<file path="config.mk">
export PLATFORM = sky130hd
export DESIGN_NAME = counter8_seq_flat
export DESIGN_NICKNAME = d
export VERILOG_FILES = /design/src/rtl/counter8_pkg.sv /design/src/rtl/counter8_seq_if.sv /design/src/rtl/counter8_seq.sv /design/src/flat_wrapper.sv
export SDC_FILE = /design/constraint.sdc
export NUM_CORES = 1
export LEC_CHECK = 0
export BUFFER_PORTS_ARGS = -buffer_cell sky130_fd_sc_hd__buf_2
export CORE_ASPECT_RATIO = 0.75
export CORE_MARGIN = 2
export CORE_UTILIZATION = 44
export CTS_CLUSTER_DIAMETER = 150
export DETAILED_ROUTE_END_ITERATION = 10
export PLACE_DENSITY = 0.75
export SLEW_MARGIN = 20
export SYNTH_ARGS = -nofsm -noshare
export SYNTH_HDL_FRONTEND = slang
export SYNTH_SLANG_ARGS = --single-unit
</file>
<file path="constraint.sdc">
create_clock -name CLK -period 5.55 [get_ports CLK]
set_clock_uncertainty 0.1 [all_clocks]
set_input_delay 0.8325 -clock CLK [delete_from_list [all_inputs] [get_ports CLK]]
set_output_delay 0.8325 -clock CLK [all_outputs]
set_load 0.02 [all_outputs]
</file>
<file path="src/rtl/counter8_pkg.sv">
// counter8_pkg: shared definitions for the counter8 command sequencer.
//   DATA_W      - counter8 data width
//   OP_*        - command opcodes (5..7 are illegal)
//   state_t     - sequencer FSM states
//   op_is_count - true for INC/DEC
package counter8_pkg;

  localparam int DATA_W = 8;
  localparam int OP_W   = 3;

  localparam logic [OP_W-1:0] OP_READ = 3'd0;
  localparam logic [OP_W-1:0] OP_CLR  = 3'd1;
  localparam logic [OP_W-1:0] OP_LOAD = 3'd2;
  localparam logic [OP_W-1:0] OP_INC  = 3'd3;
  localparam logic [OP_W-1:0] OP_DEC  = 3'd4;

  typedef enum logic [2:0] {
    ST_IDLE,
    ST_STROBE,
    ST_RUN,
    ST_STOP,
    ST_SETTLE,
    ST_REPORT,
    ST_ERROR
  } state_t;

  function automatic logic op_is_count(input logic [OP_W-1:0] op);
    return (op == OP_INC) || (op == OP_DEC);
  endfunction

endpackage

</file>
<file path="src/rtl/counter8_seq_if.sv">
// counter8_seq_if: command / completion channel between a requester and
// counter8_seq.
//   CMD_VALID/CMD_READY  - command handshake
//   CMD_OP/DATA/RUN      - opcode, load value, count length
//   HOLD_REQ             - pause request during a count run
//   DONE_VALID/DONE_DATA - completion pulse and captured counter value
//   ERR                  - illegal-opcode pulse
//   BUSY                 - sequencer not idle
// master = requester side, slave = sequencer side.
interface counter8_seq_if #(
  parameter int RUN_W = 8
);
  import counter8_pkg::*;

  logic              CMD_VALID;
  logic              CMD_READY;
  logic [OP_W-1:0]   CMD_OP;
  logic [DATA_W-1:0] CMD_DATA;
  logic [RUN_W-1:0]  CMD_RUN;
  logic              HOLD_REQ;
  logic              DONE_VALID;
  logic [DATA_W-1:0] DONE_DATA;
  logic              ERR;
  logic              BUSY;

  modport master (
    output CMD_VALID, CMD_OP, CMD_DATA, CMD_RUN, HOLD_REQ,
    input  CMD_READY, DONE_VALID, DONE_DATA, ERR, BUSY
  );

  modport slave (
    input  CMD_VALID, CMD_OP, CMD_DATA, CMD_RUN, HOLD_REQ,
    output CMD_READY, DONE_VALID, DONE_DATA, ERR, BUSY
  );

endinterface

</file>
<file path="src/rtl/counter8_seq.sv">
// counter8_seq: takes single commands (READ, CLR, LOAD, INC N, DEC N) and
// drives the counter8 strobes with one-cycle pulses, then reports DOUT.
//   CLK, RESETn         - clock, synchronous active-low reset
//   cmd                 - command/completion channel (slave side)
//   CLR, LOAD           - counter8 clear / load strobes
//   INC_START, INC_END  - counter8 up-count window strobes
//   DEC_START, DEC_END  - counter8 down-count window strobes
//   HOLD                - counter8 hold (only during RUN)
//   MODE_SEL            - constant 1
//   DIN                 - counter8 load data (holds last loaded value)
//   DOUT                - counter8 output
//
// state  | meaning
// IDLE   | ready for a command
// STROBE | one-cycle CLR / LOAD / *_START pulse
// RUN    | counting, N non-held cycles
// STOP   | one-cycle *_END pulse
// SETTLE | wait for DOUT to update
// REPORT | DONE_VALID pulse with captured DOUT
// ERROR  | ERR pulse for an illegal opcode
module counter8_seq
  import counter8_pkg::*;
#(
  parameter int RUN_W = 8
) (
  input  logic              CLK,
  input  logic              RESETn,
  counter8_seq_if.slave     cmd,
  output logic              CLR,
  output logic              LOAD,
  output logic              INC_START,
  output logic              INC_END,
  output logic              DEC_START,
  output logic              DEC_END,
  output logic              HOLD,
  output logic              MODE_SEL,
  output logic [DATA_W-1:0] DIN,
  input  logic [DATA_W-1:0] DOUT
);

  state_t            state_q, state_d;
  logic [OP_W-1:0]   op_q, op_d;
  logic [RUN_W-1:0]  run_q, run_d;
  logic [RUN_W-1:0]  cnt_q, cnt_d;

  // Outputs are registered from their next-state values so every strobe
  // lines up with the state it belongs to.
  logic              clr_d, load_d, inc_start_d, inc_end_d, dec_start_d, dec_end_d;
  logic              hold_d, err_d, done_valid_d, ready_d, busy_d;
  logic [DATA_W-1:0] din_d, done_data_d;

  assign MODE_SEL = 1'b1;

  always_comb begin
    state_d      = state_q;
    op_d         = op_q;
    run_d        = run_q;
    cnt_d        = cnt_q;
    clr_d        = 1'b0;
    load_d       = 1'b0;
    inc_start_d  = 1'b0;
    inc_end_d    = 1'b0;
    dec_start_d  = 1'b0;
    dec_end_d    = 1'b0;
    hold_d       = 1'b0;
    err_d        = 1'b0;
    done_valid_d = 1'b0;
    done_data_d  = cmd.DONE_DATA;
    din_d        = DIN;

    case (state_q)
      ST_IDLE: begin
        if (cmd.CMD_VALID) begin
          op_d  = cmd.CMD_OP;
          run_d = cmd.CMD_RUN;
          case (cmd.CMD_OP)
            OP_READ: state_d = ST_SETTLE;
            OP_CLR: begin
              state_d = ST_STROBE;
              clr_d   = 1'b1;
            end
            OP_LOAD: begin
              state_d = ST_STROBE;
              load_d  = 1'b1;
              din_d   = cmd.CMD_DATA;
            end
            OP_INC: begin
              state_d     = ST_STROBE;
              inc_start_d = 1'b1;
            end
            OP_DEC: begin
              state_d     = ST_STROBE;
              dec_start_d = 1'b1;
            end
            default: begin
              state_d = ST_ERROR;
              err_d   = 1'b1;
            end
          endcase
        end
      end

      ST_STROBE: begin
        if (op_is_count(op_q)) begin
          if (run_q == '0) begin
            state_d   = ST_STOP;
            inc_end_d = (op_q == OP_INC);
            dec_end_d = (op_q == OP_DEC);
          end else begin
            state_d = ST_RUN;
            cnt_d   = run_q - 1'b1;
          end
        end else begin
          state_d = ST_SETTLE;
        end
      end

      ST_RUN: begin
        if (cmd.HOLD_REQ) begin
          hold_d = 1'b1;
        end else if (cnt_q == '0) begin
          state_d   = ST_STOP;
          inc_end_d = (op_q == OP_INC);
          dec_end_d = (op_q == OP_DEC);
        end else begin
          cnt_d = cnt_q - 1'b1;
        end
      end

      ST_STOP: state_d = ST_SETTLE;

      ST_SETTLE: begin
        state_d      = ST_REPORT;
        done_valid_d = 1'b1;
        done_data_d  = DOUT;
      end

      ST_REPORT: state_d = ST_IDLE;
      ST_ERROR:  state_d = ST_IDLE;
      default:   state_d = ST_IDLE;
    endcase

    ready_d = (state_d == ST_IDLE);
    busy_d  = ~ready_d;
  end

  always_ff @(posedge CLK) begin
    if (!RESETn) begin
      state_q        <= ST_IDLE;
      op_q           <= OP_READ;
      run_q          <= '0;
      cnt_q          <= '0;
      CLR            <= 1'b0;
      LOAD           <= 1'b0;
      INC_START      <= 1'b0;
      INC_END        <= 1'b0;
      DEC_START      <= 1'b0;
      DEC_END        <= 1'b0;
      HOLD           <= 1'b0;
      DIN            <= '0;
      cmd.CMD_READY  <= 1'b1;
      cmd.BUSY       <= 1'b0;
      cmd.ERR        <= 1'b0;
      cmd.DONE_VALID <= 1'b0;
      cmd.DONE_DATA  <= '0;
    end else begin
      state_q        <= state_d;
      op_q           <= op_d;
      run_q          <= run_d;
      cnt_q          <= cnt_d;
      CLR            <= clr_d;
      LOAD           <= load_d;
      INC_START      <= inc_start_d;
      INC_END        <= inc_end_d;
      DEC_START      <= dec_start_d;
      DEC_END        <= dec_end_d;
      HOLD           <= hold_d;
      DIN            <= din_d;
      cmd.CMD_READY  <= ready_d;
      cmd.BUSY       <= busy_d;
      cmd.ERR        <= err_d;
      cmd.DONE_VALID <= done_valid_d;
      cmd.DONE_DATA  <= done_data_d;
    end
  end

endmodule

</file>
<file path="src/flat_wrapper.sv">
// flat-port wrapper written by rule: the top's interface ports become plain ports
module counter8_seq_flat import counter8_pkg::*;
#(
  parameter int RUN_W = 8
)
  (CLK, RESETn, CLR, LOAD, INC_START, INC_END, DEC_START, DEC_END, HOLD, MODE_SEL, DIN, DOUT, cmd_CMD_VALID, cmd_CMD_OP, cmd_CMD_DATA, cmd_CMD_RUN, cmd_HOLD_REQ, cmd_CMD_READY, cmd_DONE_VALID, cmd_DONE_DATA, cmd_ERR, cmd_BUSY);
  counter8_seq_if #(.RUN_W(RUN_W)) cmd_i ();
  input  logic CLK;
  input  logic RESETn;
  output logic CLR;
  output logic LOAD;
  output logic INC_START;
  output logic INC_END;
  output logic DEC_START;
  output logic DEC_END;
  output logic HOLD;
  output logic MODE_SEL;
  output logic [DATA_W-1:0] DIN;
  input  logic [DATA_W-1:0] DOUT;
  input wire logic [$bits(cmd_i.CMD_VALID)-1:0] cmd_CMD_VALID;
  input wire logic [$bits(cmd_i.CMD_OP)-1:0] cmd_CMD_OP;
  input wire logic [$bits(cmd_i.CMD_DATA)-1:0] cmd_CMD_DATA;
  input wire logic [$bits(cmd_i.CMD_RUN)-1:0] cmd_CMD_RUN;
  input wire logic [$bits(cmd_i.HOLD_REQ)-1:0] cmd_HOLD_REQ;
  output wire logic [$bits(cmd_i.CMD_READY)-1:0] cmd_CMD_READY;
  output wire logic [$bits(cmd_i.DONE_VALID)-1:0] cmd_DONE_VALID;
  output wire logic [$bits(cmd_i.DONE_DATA)-1:0] cmd_DONE_DATA;
  output wire logic [$bits(cmd_i.ERR)-1:0] cmd_ERR;
  output wire logic [$bits(cmd_i.BUSY)-1:0] cmd_BUSY;
  assign cmd_i.CMD_VALID = cmd_CMD_VALID;
  assign cmd_i.CMD_OP = cmd_CMD_OP;
  assign cmd_i.CMD_DATA = cmd_CMD_DATA;
  assign cmd_i.CMD_RUN = cmd_CMD_RUN;
  assign cmd_i.HOLD_REQ = cmd_HOLD_REQ;
  assign cmd_CMD_READY = cmd_i.CMD_READY;
  assign cmd_DONE_VALID = cmd_i.DONE_VALID;
  assign cmd_DONE_DATA = cmd_i.DONE_DATA;
  assign cmd_ERR = cmd_i.ERR;
  assign cmd_BUSY = cmd_i.BUSY;
  counter8_seq #(.RUN_W(RUN_W)) u_core (.CLK(CLK), .RESETn(RESETn), .cmd(cmd_i), .CLR(CLR), .LOAD(LOAD), .INC_START(INC_START), .INC_END(INC_END), .DEC_START(DEC_START), .DEC_END(DEC_END), .HOLD(HOLD), .MODE_SEL(MODE_SEL), .DIN(DIN), .DOUT(DOUT));
endmodule
</file>
==> results.md <==
* Status: complete, no violations
* Routability cong. at 0.823
* CP Data Required Time at 5.62 ns
* Share of cells above drive strength 1 at 0.242
* Netlist Area Pre-Place at 2110 µm²
* Max IR drop VDD at 0.167 mV
* CP Capture Type: flip-flop
* Fin Setup TNS at 0 ns
* Top sig layer: met4
* Vias in the first global route at 1727
* Max-cap viol count at 0
* Post-cts resize count at 0
* HP Start: u_core.cmd.DONE_DATA[4]
* Met2 wire len at 1.96 mm
* Seq/Total Area, Yosys at 0.464
* Hold crit path type: flip-flop to flip-flop
* Fmax at 349 MHz
* Cells on worst reg2reg path at 7
* Slowest Stage Delay on Critical Path at 0.78 ns
* Seq cells post-synth at 49
* HPWL after DPL at 3.44 mm
* Clk Latency, worst-skew pair at 0.31 ns
* Synth Instances at 253
* Residual DRC at 0
* Cell Rows at 21
* Clock power frac at 0.217
* Die footprint at 5380 µm²
* Clock Path Buffers at 2
* Hold endpoint: u_core.cmd.DONE_DATA[4]
* First-pass GRT wire length at 7.97 mm
* Num Clock Sinks at 49
* RSZ-0062 raised after global routing: no
* Wire length per cell at 13.0 µm
* Fin crit period at 2.86 ns
* CTS H-tree lvls at 2
* Number of synthesis warnings at 0
* Cell internal pwr at 0.651 mW
* CTS Root Cell: clkbuf_8
* Slew Limit Fails at 0
* Comb pwr share at 0.349
* WHS Path Cells at 2
* Sw Pwr at 0.400 mW
* Chip height at 64.0 µm
* Final hold violations at 0
* Core Area at 4550 µm²
* Startpoint Class: flip-flop
* First-pass detailed-route iteration total at 4
* Mapped Avg Cell Area at 8.36 µm²
* Diode count at 0
* Syn_nets at 285
* Layout area overhead at 18.6%
* Largest net degree at the start of global routing at 37
* Worst R2R End: u_core.cnt_q[6]
* GRT Overall Usage at 0.184
* Crit-path cells: nor3b_2, mux2i_1, ha_1, a21oi_1, or3b_2, o211ai_1, a21oi_1
* Die W at 84.0 µm
* Final core occ at 0.552
* Critical path arrival at 2.93 ns
* Port bufs at 57
* Worst reg2reg setup slack at 2.69 ns
* Clock transition at path regs at 0.09 ns
* CTS Hold Buffers Added at 0
* Slowest-stage cell, CP: nor3b_2
* Final Cycle Share at 0.516
* Wire length on met3 at 464 µm
* Starting DRT DRC Count at 174
* Post-layout nets at 337
* Wl on met1 at 2.25 mm
* Post-Route WL at 4.70 mm
* Setup Buffers After CTS at 0
* Kind of critical path: flip-flop to flip-flop
* Flop pwr share at 0.434
* Placement Cell Area at 2410 µm²
* Final setup vio count at 0
* Sw frac at 0.380
* Hold Slack at 0.357 ns
* Cell family with most CP delay: simple AND/OR/NAND/NOR gates
* PwrDens at 419 nW/µm²
* Initial cell density of the core at 0.465
* Via count at 1939
* Worst Tran Pin Value at 1.01 ns
* FFs w/ async S/R, synth at 0
* CTS buffer count at 5
* Routed Antenna Nets at 0
* R2R Path Start: u_core.state_q[1]
* Post-synth EDFFs at 0
* Critical path peak fanout at 16
* Antenna violations before repair at 0
* Cell variety after synth at 47
* Number of fill cells at 439
* Static Leakage at 1.11 nW
* Ys flop type: dfxtp_1
* Max transition margin at 0.322
* CP most frequent cell: a21oi_1
* Total grt overflow at 0
* Buf/Inv on CP at 0
* Io pins at 59
* CTS tree: yes
* Routed vias/inst at 5.34
* Design Area, Final at 2510 µm²
[flip-flops by register name (all words and copies together) (netlist names)]
| name | flops |
|---|---|
| u_core.HOLD | 1 |
| u_core.LOAD | 1 |
| u_core.cmd.DONE_DATA | 8 |
| u_core.cmd.DONE_VALID | 1 |
| u_core.run_q | 8 |
| u_core.op_q | 3 |
| u_core.DEC_END | 1 |
| u_core.DEC_START | 1 |
| u_core.state_q | 3 |
| u_core.CLR | 1 |
| u_core.cmd.BUSY | 1 |
| u_core.DIN | 8 |
| u_core.cmd.CMD_READY | 1 |
| u_core.INC_START | 1 |
| u_core.cmd.ERR | 1 |
| u_core.cnt_q | 8 |
| u_core.INC_END | 1 |
[power groups by stage]
stage               Combinational (mW)  Sequential [mW]  Clock (mW)
floorplan                        0.260            0.480           0
global placement                 0.362            0.460           0
detailed placement               0.366            0.464           0
CTS                              0.368            0.456       0.233
global route                     0.410            0.465       0.249
finish                           0.367            0.456       0.228
[how the worst max path moves through the flow]
stage / endpoint / slack, ns / startpoint / cells after the start
detailed placement: u_core.cnt_q[6] / 2.75 / u_core.state_q[1] / 7
floorplan: u_core.cnt_q[6] / 3.04 / u_core.state_q[2] / 10
global placement: u_core.cnt_q[6] / 2.84 / u_core.state_q[1] / 7
CTS: u_core.cnt_q[6] / 2.73 / u_core.state_q[1] / 7
global route: u_core.cnt_q[6] / 2.54 / u_core.state_q[1] / 7
finish: u_core.cnt_q[6] / 2.69 / u_core.state_q[1] / 7
[metal layers]
layer	track usage	up-vias
met3	0.0801	5
met4	0.0524	0
met2	0.259	65
li1	-	982
met5	0	-
met1	0.255	887
[cells in the final DEF, fill, tap and decap left out, types with 2 or more instances in the layout]
cell type and n:
nand2_1 57, buf_2 57, dfxtp_1 49, a21oi_1 30, nor2_1 24, mux2i_1 10
o21ai_0 7, nand3_1 6, clkbuf_8 6, inv_1 4, nor3_1 4, a31oi_1 3
nor4_1 3, xnor2_1 3, nand3b_1 2, or3b_2 2, or3b_1 2, nand4_1 2
o211ai_1 2, nor4b_1 2, nor3b_1 2, o22ai_1 2, and3_1 2
[through the flow]
stage | instances | setup slack [ns] | total power, mW
finish | 363 | 2.69 | 1.05
global route | 363 | 2.54 | 1.12
CTS | 363 | 2.73 | 1.06
detailed placement | 355 | 2.75 | 0.830
global placement | 355 | 2.84 | 0.822
floorplan | 253 | 3.04 | 0.741
[logic make-up (layout without fill, tap and decap cells)]
group | after synthesis | in the layout | synth area share
AND/OR/NAND/NOR | 115 | 115 | 0.264
buffers and inverters | 18 | 71 | 0.0414
adder cells (fa/ha/maj) | 1 | 1 | 0.00592
flip-flops | 49 | 49 | 0.464
AO/OA/AOI/OAI | 56 | 56 | 0.163
XOR/XNOR | 3 | 3 | 0.0124
multiplexers | 10 | 10 | 0.0473
other | 1 | 1 | 0.00177
[worst register-to-register path, stage by stage (launching register included)]
cell and delay, ns:
dfxtp_1 0.43, nor3b_2 0.78, mux2i_1 0.31, ha_1 0.34
a21oi_1 0.11, or3b_2 0.46, o211ai_1 0.11, a21oi_1 0.09
[cell usage after synthesis (4+ instances only)]
master    instances  area (µm²)
a21oi_1          30         150
inv_1             4        15.0
nand2_1          57         214
clkbuf_1          9        33.8
o21ai_0           7        35.0
nor3_1            4        20.0
nor2_1           24        90.1
nand3_1           6        30.0
mux2i_1          10         100
dfxtp_1          49         981
[final cells by class]
cell class                 count  area [µm²]  share of cell area
clock inverter                 2        16.3             0.00648
tap                           57        71.3              0.0284
inverter                       5        18.8             0.00748
clock buffer                   6        82.6              0.0329
timing repair buffer          58         293               0.117
multi-input combinational    186        1050               0.417
sequential                    49         981               0.391
Note: power is estimated with default switching activity, not from simulation.
